===== src/rtl/frame_sequencer.sv =====
// frame_sequencer: one audio frame through gain, pipelines, settle/process, mix.
// Optional stats outputs compiled in with FRAME_SEQ_STATS_EN.
module frame_sequencer #(
  parameter int data_width     = 16,
  parameter int n_channels     = 2,
  parameter int n_pipelines    = 2,
  parameter int settle_cycles  = 1,
  parameter int timeout_cycles = 4096
) (
  input  logic                             clk,
  input  logic                             reset,
  input  logic [n_channels*data_width-1:0] in_frame,
  input  logic                             frame_valid,
  output logic [n_channels*data_width-1:0] gain_frame,
  output logic                             gain_start,
  input  logic [n_channels*data_width-1:0] gained_frame,
  input  logic                             gain_done,
  output logic [n_channels*data_width-1:0] pipeline_frame,
  output logic                             pipeline_tick,
  input  logic [n_pipelines-1:0]           pipeline_ready,
  input  logic [n_pipelines-1:0]           pipeline_enable,
  output logic                             mix_start,
  input  logic [n_channels*data_width-1:0] mixed_frame,
  input  logic                             mix_done,
  output logic [n_channels*data_width-1:0] out_frame,
  output logic                             out_valid,
  output logic                             ready,
  output logic                             overrun,
  output logic                             timeout,
  input  logic                             clear_flags,
  output logic [31:0]                      frame_ctr
`ifdef FRAME_SEQ_STATS_EN
  ,
  output logic [15:0]                      overrun_count,
  output logic [15:0]                      max_latency
`endif
);

  localparam int FW = n_channels * data_width;
  localparam int SW = $clog2(settle_cycles + 1);
  localparam int TW = (timeout_cycles > 2) ? $clog2(timeout_cycles) : 1;
  localparam logic [SW-1:0] SLOAD = SW'(settle_cycles);
  localparam logic [TW-1:0] TMAX  = TW'(timeout_cycles - 1);

  typedef enum logic [2:0] {
    S_IDLE,
    S_GAIN,
    S_SETTLE,
    S_PROCESS,
    S_MIX
  } state_t;

  state_t          r_state;
  logic [FW-1:0]   r_gain_frame;
  logic [FW-1:0]   r_pipe_frame;
  logic [FW-1:0]   r_out_frame;
  logic            r_gain_start;
  logic            r_tick;
  logic            r_mix_start;
  logic            r_out_valid;
  logic            r_ready;
  logic            r_overrun;
  logic            r_timeout;
  logic [31:0]     r_frame_ctr;
  logic [SW-1:0]   r_settle;
  logic [TW-1:0]   r_wd;

  logic w_done;
  logic w_accept;
  logic w_drop;
  logic w_finish;

  assign w_done   = &(pipeline_ready | ~pipeline_enable);
  assign w_accept = (r_state == S_IDLE) && frame_valid;
  assign w_drop   = (r_state != S_IDLE) && frame_valid;
  assign w_finish = (r_state == S_MIX) && mix_done;

  // Main sequencer: state, registered pulses, latched frames and flags
  always_ff @(posedge clk) begin
    if (reset) begin
      r_state      <= S_IDLE;
      r_gain_frame <= '0;
      r_pipe_frame <= '0;
      r_out_frame  <= '0;
      r_gain_start <= 1'b0;
      r_tick       <= 1'b0;
      r_mix_start  <= 1'b0;
      r_out_valid  <= 1'b0;
      r_ready      <= 1'b1;
      r_overrun    <= 1'b0;
      r_timeout    <= 1'b0;
      r_frame_ctr  <= '0;
      r_settle     <= '0;
      r_wd         <= '0;
    end else begin
      r_gain_start <= 1'b0;
      r_tick       <= 1'b0;
      r_mix_start  <= 1'b0;
      r_out_valid  <= 1'b0;
      if (clear_flags) begin
        r_overrun <= 1'b0;
        r_timeout <= 1'b0;
      end
      if (w_drop) r_overrun <= 1'b1;
      unique case (r_state)
        S_IDLE: begin
          if (frame_valid) begin
            r_gain_frame <= in_frame;
            r_gain_start <= 1'b1;
            r_ready      <= 1'b0;
            r_state      <= S_GAIN;
          end
        end
        S_GAIN: begin
          if (gain_done && !r_gain_start) begin
            r_pipe_frame <= gained_frame;
            r_tick       <= 1'b1;
            r_settle     <= SLOAD;
            r_state      <= S_SETTLE;
          end
        end
        S_SETTLE: begin
          r_settle <= r_settle - 1'b1;
          if (r_settle <= SW'(1)) begin
            r_wd    <= '0;
            r_state <= S_PROCESS;
          end
        end
        S_PROCESS: begin
          if (w_done) begin
            r_mix_start <= 1'b1;
            r_wd        <= '0;
            r_state     <= S_MIX;
          end else if (r_wd == TMAX) begin
            r_timeout   <= 1'b1;
            r_mix_start <= 1'b1;
            r_wd        <= '0;
            r_state     <= S_MIX;
          end else begin
            r_wd <= r_wd + 1'b1;
          end
        end
        S_MIX: begin
          if (w_finish) begin
            r_out_frame <= mixed_frame;
            r_out_valid <= 1'b1;
            r_frame_ctr <= r_frame_ctr + 1'b1;
            r_ready     <= 1'b1;
            r_state     <= S_IDLE;
          end
        end
        default: r_state <= S_IDLE;
      endcase
    end
  end

  assign gain_frame     = r_gain_frame;
  assign gain_start     = r_gain_start;
  assign pipeline_frame = r_pipe_frame;
  assign pipeline_tick  = r_tick;
  assign mix_start      = r_mix_start;
  assign out_frame      = r_out_frame;
  assign out_valid      = r_out_valid;
  assign ready          = r_ready;
  assign overrun        = r_overrun;
  assign timeout        = r_timeout;
  assign frame_ctr      = r_frame_ctr;

`ifdef FRAME_SEQ_STATS_EN
  logic [15:0] r_ovr_cnt;
  logic [15:0] r_lat;
  logic [15:0] r_max_lat;

  // Saturating drop count, running frame latency and its maximum
  always_ff @(posedge clk) begin
    if (reset) begin
      r_ovr_cnt <= '0;
      r_lat     <= '0;
      r_max_lat <= '0;
    end else begin
      if (w_accept) begin
        r_lat <= 16'd1;
      end else if (r_state != S_IDLE && r_lat != 16'hFFFF) begin
        r_lat <= r_lat + 1'b1;
      end
      if (clear_flags) begin
        r_ovr_cnt <= '0;
        r_max_lat <= '0;
      end
      if (w_drop) begin
        if (clear_flags) r_ovr_cnt <= 16'd1;
        else if (r_ovr_cnt != 16'hFFFF) r_ovr_cnt <= r_ovr_cnt + 1'b1;
      end
      if (w_finish && (clear_flags || r_lat > r_max_lat)) begin
        r_max_lat <= r_lat;
      end
    end
  end

  assign overrun_count = r_ovr_cnt;
  assign max_latency   = r_max_lat;
`endif

endmodule


===== config.mk =====
export PLATFORM = sky130hd
export DESIGN_NAME = frame_sequencer
export DESIGN_NICKNAME = d
export VERILOG_FILES = /design/src/rtl/frame_sequencer.sv
export SDC_FILE = /design/constraint.sdc
export NUM_CORES = 1
export LEC_CHECK = 0
export BUFFER_PORTS_ARGS = -buffer_cell sky130_fd_sc_hd__buf_2
export CORE_ASPECT_RATIO = 0.6
export CORE_MARGIN = 2
export CORE_UTILIZATION = 43
export CTS_CLUSTER_DIAMETER = 40
export DETAILED_ROUTE_END_ITERATION = 12
export GPL_TIMING_DRIVEN = 0
export PLACE_DENSITY = 0.79
export SLEW_MARGIN = 0
export SYNTH_ARGS = -nofsm -noshare
export SYNTH_HDL_FRONTEND = slang
export SYNTH_SLANG_ARGS = --single-unit

===== constraint.sdc =====
create_clock -name clk -period 1.97 [get_ports clk]
set_input_delay 0.0985 -clock clk [delete_from_list [all_inputs] [get_ports clk]]
set_output_delay 0.0985 -clock clk [all_outputs]
set_load 0.02 [all_outputs]

==> results of run 1 <==
==> repair_timing <==
item	4_1_cts	5_1_grt
pin swaps	8	10
endpoints found under the hold margin	97	0
gates resized for setup	33	37
hold buffers	97	0
setup endpoints to repair	55	91
buffers inserted	18	6
cloned	0	0
==> Yosys cell counts (all sizes together), types with 2 or more instances <==
library cell	number
a31oi	3
nand4	16
xnor2	8
or3	9
nor3	5
o31ai	15
nand3b	4
a21oi	131
nor2	19
and2	3
nand3	18
nor2b	5
clkbuf	48
a311oi	2
a211oi	2
nand2b	10
a41oi	3
dfxtp	150
ha	2
buf	3
nand2	212
and3	7
xor2	3
and4	4
mux2i	2
or4	18
inv	5
nor4	3
o21ai	9
==> logic make-up (layout without fill, tap and decap cells) <==
logic type | count (synthesis) | after routing | synth area share (%)
AND/OR/NAND/NOR | 338 | 338 | 26.8
other | 0 | 1 | 0
multiplexers | 3 | 3 | 0.530
flip-flops | 150 | 150 | 50.9
XOR/XNOR | 11 | 11 | 1.63
AO/OA/AOI/OAI | 170 | 170 | 15.9
buffers and inverters | 56 | 444 | 3.84
adder cells (fa/ha/maj) | 2 | 2 | 0.424
==> where the power goes <==
group	switching (W)	internal (W)
Combinational	0.00106	0.000657
Sequential	0.000129	0.00328
Clock	0.00133	0.00202
Total	0.00252	0.00595
==> per-layer routing <==
| metal | vias to the layer above | global-route usage, % | routed length [um] |
|---|---|---|---|
| met5 | - | 0 | 0 |
| met4 | 0 | 8.64 | 426 |
| met3 | 45 | 7.71 | 1660 |
| met2 | 295 | 43.0 | 9250 |
| met1 | 3141 | 33.8 | 8950 |
| li1 | 3273 | - | - |
==> layout make-up <==
type	instances	area [sq um]	share of cell area [%]
flip-flops and latches	150	3030	32.8
multi-input cells	524	2770	30.0
repair buffers	360	2350	25.4
clock buffers	19	433	4.69
plain buffers	47	244	2.64
well taps	175	219	2.37
clock inverters	13	171	1.86
inverters	5	18.8	0.203
diodes	1	2.50	0.0271
==> registers in the layout, summed over array words and instances, names as in the netlist <==
name	flops
out_valid	1
ready	1
timeout	1
r_wd	12
gain_frame	32
gain_start	1
mix_start	1
r_state	3
frame_ctr	32
overrun	1
pipeline_frame	32
pipeline_tick	1
out_frame	32
==> worst max-delay path: cells and delay by family (launching register included) <==
kind	cells	cell delay, ns
simple gates	3	1.26
flops	1	0.33
compound gates	1	0.12
buf+inv	1	0.16
==> metrics by stage <==
stage                     std cells  area (sq um)  hold WS (ns)  setup WS [ns]
after floorplan                 730          5910         0.235        0.00108
after global placement         1144          7320         0.339         -0.445
after detailed placement       1144          7320         0.343         -0.542
after CTS                      1289          9130       0.00291       -0.00329
after global routing           1293          9240       0.00535        -0.0318
final                          1294          9240        0.0104         0.0310
==> final timing paths <==
| kind | startpoint | endpoint | slack [ns] | depth (start not counted) |
|---|---|---|---|---|
| min | clear_flags | timeout$_SDFF_PP0_ | 0.01 | 3 |
| max | frame_ctr[6]$_SDFFE_PP0P_ | frame_ctr[28]$_SDFFE_PP0P_ | 0.03 | 5 |
| max reg2reg | frame_ctr[6]$_SDFFE_PP0P_ | frame_ctr[28]$_SDFFE_PP0P_ | 0.03 | 5 |
| min reg2reg | pipeline_frame[1]$_SDFFE_PP0P_ | pipeline_frame[1]$_SDFFE_PP0P_ | 0.45 | 2 |
==> run_results.csv, run 1 <==
group,metric,value,unit
finish,syn_to_final_growth,56.7,%
clock_network,cts_tree,"done",
detailed_routing,drc,0,
power_and_ir_drop,power,0.00847,W
synthesis,synth_edf_count,0,
power_and_ir_drop,ir_worst_vdd,0.571,mV
finish,nNetsFinal,1213,
synthesis,avgSynthCellArea,8.08,sq um
power_and_ir_drop,powerDensity,916,mW/mm^2
timing,finalSetupViolations,0,
setup_path,max_stage_delay,0.60,ns
place,port_buffers,239,
setup_path,end_kind,"flop",
place,finalWeightedCongestion,0.898,
finish,mostFrequentLayoutCells,"buf_2 (241), nand2_1 (212), dfxtp_1 (135)",
setup_path,critPathArrivalTime,2.27,ns
synthesis,synth_cell_types,42,
synthesis,postSynth.asyncResetShare,0,%
setup_path,cp_cell_sequence,"nand4_1 -> or4_4 -> buf_6 -> or4_4 -> a21oi_2",
floorplan,io_pins,241,
timing,min_period,1.94,ns
setup_path,cp_common_cell,"or4_4",
detailed_routing,drt_first_pass_iters,5,
clock_network,clkTransAtPathRegs,0.07,ns
setup_path,cp_slowest_cell,"or4_4",
timing,max_freq,516,MHz
min_path,hold_class,"input port to flop",
detailed_routing,drt_wl_total,20300,um
floorplan,dieArea,0.0147,sq mm
setup_path,critPathRequiredTime,2.31,ns
finish,final_common_cell,"buf_2",
clock_network,clk_latency,0.41,ns
setup_path,path_max_fanout,6,
synthesis,netlist_instances,730,
timing,worst_slew_pin_slew,0.664,ns
synthesis,ys_seq_area_share,50.9,%
clock_network,numCtsBuffers,17,
run_status,status,"completed",
detailed_routing,vias_per_cell,5.22,
clock_network,cts_sinks,150,
timing,slew_headroom,55.7,%
grt,grt_pass1_wl,30700,um
timing,tns,0,ns
synthesis,synth_seq_cells,150,
detailed_routing,ant_nets,0,
clock_network,clockBufferDepth,2,
flow_run,cap_violations,0,
clock_network,h-tree-depth,4,
clock_network,cts-root-buf,"clkbuf_16",
synthesis,yosys.area.top_type,"dfxtp_1",
finish,drive_gt1_share,31.0,%
power_and_ir_drop,leakagePower,3.91,nW
place,hpwl,13200,um
setup_path,critPathKind,"flop to flop",
grt,grt_remaining_overflow,0,
synthesis,yosysWarningCount,0,
timing,rsz0062_at_grt,"yes",
finish,final_util,68.2,%
grt,first_global_vias,6133,
floorplan,start_util,43.5,%
synthesis,mappedNetlistArea,0.00590,sq mm
detailed_routing,wl_per_cell,15.7,um
floorplan,rows,33,
timing,fin_crit_sh,98.4,%
grt,grt_start_max_net_pins,17,
timing,drv_slew,0,
timing,hold_viol,0,
setup_path,start_kind,"flop",
grt,grt_util_all_layers,26.3,%
synthesis,syn-num-nets,838,
finish,fillers,1062,
grt,antenna_found_initial,1,
detailed_routing,drtIter0Drc,466,
floorplan,core-area,0.0135,sq mm
timing,skew,0.0121,ns
synthesis,synth-main-ff-cell,"dfxtp_1",
synthesis,synthTopCellsByArea,"dfxtp_1 (51%), nand2_1 (13%), a21oi_1 (11%)",
floorplan,die_y,94.7,um
detailed_routing,vias,6754,
synthesis,synth_top_area_share,50.9,%
floorplan,die_w,155,um
(Power assumes the default switching activity.)
==> run 2, diff against run 1 <==
==> constraint.sdc (replaced) <==
create_clock -name clk -period 1.67 [get_ports clk]
set_input_delay 0.0835 -clock clk [delete_from_list [all_inputs] [get_ports clk]]
set_output_delay 0.0835 -clock clk [all_outputs]
set_load 0.02 [all_outputs]
==> run_results.csv, run 2 (same netlist as run 1, synthesis figures left out) <==
group,metric,value,unit
finish,fin_area,0.00974,sq mm
power_and_ir_drop,powerDensity,1060,mW/mm^2
timing,fin_crit_sh,115,%
power_and_ir_drop,ir_worst_vdd,0.805,mV
detailed_routing,drt_wl_total,21500,um
clock_network,cts_sinks,150,
floorplan,dieArea,0.0147,sq mm
setup_path,critPathArrivalTime,2.27,ns
detailed_routing,vias,6825,
place,hpwl,12800,um
power_and_ir_drop,leakagePower,4.10,nW
timing,skew,0.0167,ns
clock_network,clockBufferDepth,2,
detailed_routing,vias_per_cell,5.21,
grt,grt_util_all_layers,27.4,%
grt,first_global_vias,6475,
finish,drive_gt1_share,37.0,%
clock_network,h-tree-depth,4,
floorplan,rows,33,
finish,diodes,0,
floorplan,die_y,94.7,um
place,placed_cell_area,0.00740,sq mm
timing,worst_slew_pin_slew,0.709,ns
setup_path,max_stage_delay,0.55,ns
finish,fillers,990,
finish,final_common_cell,"buf_2",
floorplan,die_w,155,um
clock_network,clkTransAtPathRegs,0.07,ns
power_and_ir_drop,p_switching,0.00303,W
floorplan,core-area,0.0135,sq mm
setup_path,start_kind,"flop",
setup_path,cp_common_cell,"or4_4",
grt,grt_remaining_overflow,0,
timing,fin_ws,-0.253,ns
power_and_ir_drop,p_clk_share,39.9,%
detailed_routing,wl_per_cell,16.4,um
place,dp_worst_setup_slack,-0.767,ns
clock_network,numCtsBuffers,17,
timing,drv_slew,0,
setup_path,cp-startpoint,"frame_ctr[21]$_SDFFE_PP0P_",
min_path,worstHoldStart,"frame_valid",
grt,grt_pass1_wl,32100,um
clock_network,cts_tree,"done",
clock_network,cts-root-buf,"clkbuf_16",
grt,antenna_found_initial,0,
setup_path,critPathKind,"flop to flop",
timing,finalSetupViolations,23,
power_and_ir_drop,pwr-share-comb,21.2,%
power_and_ir_drop,sw_frac_of_total,29.4,%
detailed_routing,drc,0,
place,finalWeightedCongestion,0.882,
floorplan,start_util,43.5,%
detailed_routing,drtIter0Drc,430,
place,port_buffers,239,
finish,nNetsFinal,1230,
floorplan,io_pins,241,
flow_run,cap_violations,0,
grt,grt_start_max_net_pins,17,
setup_path,cp_cell_sequence,"nand4_1 -> or4_4 -> buf_4 -> or4_4 -> a21oi_2",
setup_path,worstReg2RegStart,"frame_ctr[21]$_SDFFE_PP0P_",
run_status,status,"finished, violations left",
timing,whs,0.0488,ns
clock_network,clk_latency,0.41,ns
timing,max_freq,520,MHz
finish,mostFrequentLayoutCells,"buf_2 (245), nand2_1 (210), dfxtp_1 (123)",
setup_path,critPathRequiredTime,2.01,ns
setup_path,end_kind,"flop",
detailed_routing,drt_first_pass_iters,5,
finish,syn_to_final_growth,65.2,%
timing,slew_headroom,52.7,%
detailed_routing,ant_nets,0,
timing,rsz0062_at_grt,"yes",
min_path,hold_class,"input port to flop",
run_status,violations,"setup timing",
power_and_ir_drop,sequentialPowerShare,38.9,%
setup_path,path_max_fanout,5,
timing,min_period,1.92,ns
timing,hold_viol,0,
power_and_ir_drop,p_int,0.00729,W
setup_path,cp_slowest_cell,"or4_4",
[run 2: changes by cell type in the layout (fill, tap and decap cells not counted), sizes merged]
cell,delta
diode,-1
inv,+2
bufinv,+1
clkbuf,-13
clkinv,-2
clkinvlp,-1
buf,+30
[run 2: area by class of cell]
class / instances / area (sq um) / area share [%]
tap: 175 / 219 / 2.25
clock inverter: 13 / 190 / 1.95
clock buffer: 19 / 443 / 4.55
sequential: 150 / 3060 / 31.5
buffer: 45 / 312 / 3.20
multi-input combinational: 524 / 2970 / 30.5
inverter: 5 / 18.8 / 0.193
timing repair buffer: 379 / 2520 / 25.9
[run 2: critical path, delay by kind of cell, from the launching register on]
| family | cells | cell delay, ns |
|---|---|---|
| flops | 1 | 0.39 |
| compound gates | 1 | 0.13 |
| buf+inv | 1 | 0.16 |
| simple gates | 3 | 1.16 |
[run 2: worst paths after layout]
check | slack (ns) | end | cells past startpoint
worst max-delay path | -0.25 | frame_ctr[25]$_SDFFE_PP0P_ | 5
worst min-delay path | 0.05 | overrun$_SDFFE_PP0P_ | 3
worst max register to register | -0.25 | frame_ctr[25]$_SDFFE_PP0P_ | 5
worst min register to register | 0.45 | pipeline_frame[17]$_SDFFE_PP0P_ | 2
[run 2: power by group through the flow]
stage / Sequential (W) / Combinational (W) / Clock (W)
4_1_cts: 0.00400 / 0.00201 / 0.00416
5_1_grt: 0.00404 / 0.00236 / 0.00433
3_5_place_dp: 0.00407 / 0.00177 / 0
3_3_place_gp: 0.00405 / 0.00176 / 0
6_report: 0.00401 / 0.00219 / 0.00412
2_1_floorplan: 0.00440 / 0.000781 / 0
[run 2: layer usage]
layer / track usage (%) / up-vias / wire length [um]
met5: 0 / - / 0
met4: 10.2 / 0 / 414
met3: 6.33 / 43 / 1560
met2: 46.4 / 297 / 10300
met1: 34.5 / 3187 / 9230
li1: - / 3298 / -
[run 2: stage by stage]
stage	setup TNS, ns	instances	total power, W	util (%)
after CTS	-4.06	1301	0.0102	69.6
after global routing	-5.88	1310	0.0107	71.9
final	-3.98	1310	0.0103	71.9
after detailed placement	-41.18	1144	0.00584	54.7
after floorplan	-1.61	730	0.00518	-
after global placement	-33.80	1144	0.00581	54.7
[run 2: repair_timing]
action                                 4_1_cts  5_1_grt
pin swaps                                   23       22
endpoints found under the hold margin       98        0
hold buffers                                97        0
gates cloned                                 1        1
gates resized for setup                     62       91
setup endpoints to repair                  134      129
setup buffers                               32        9
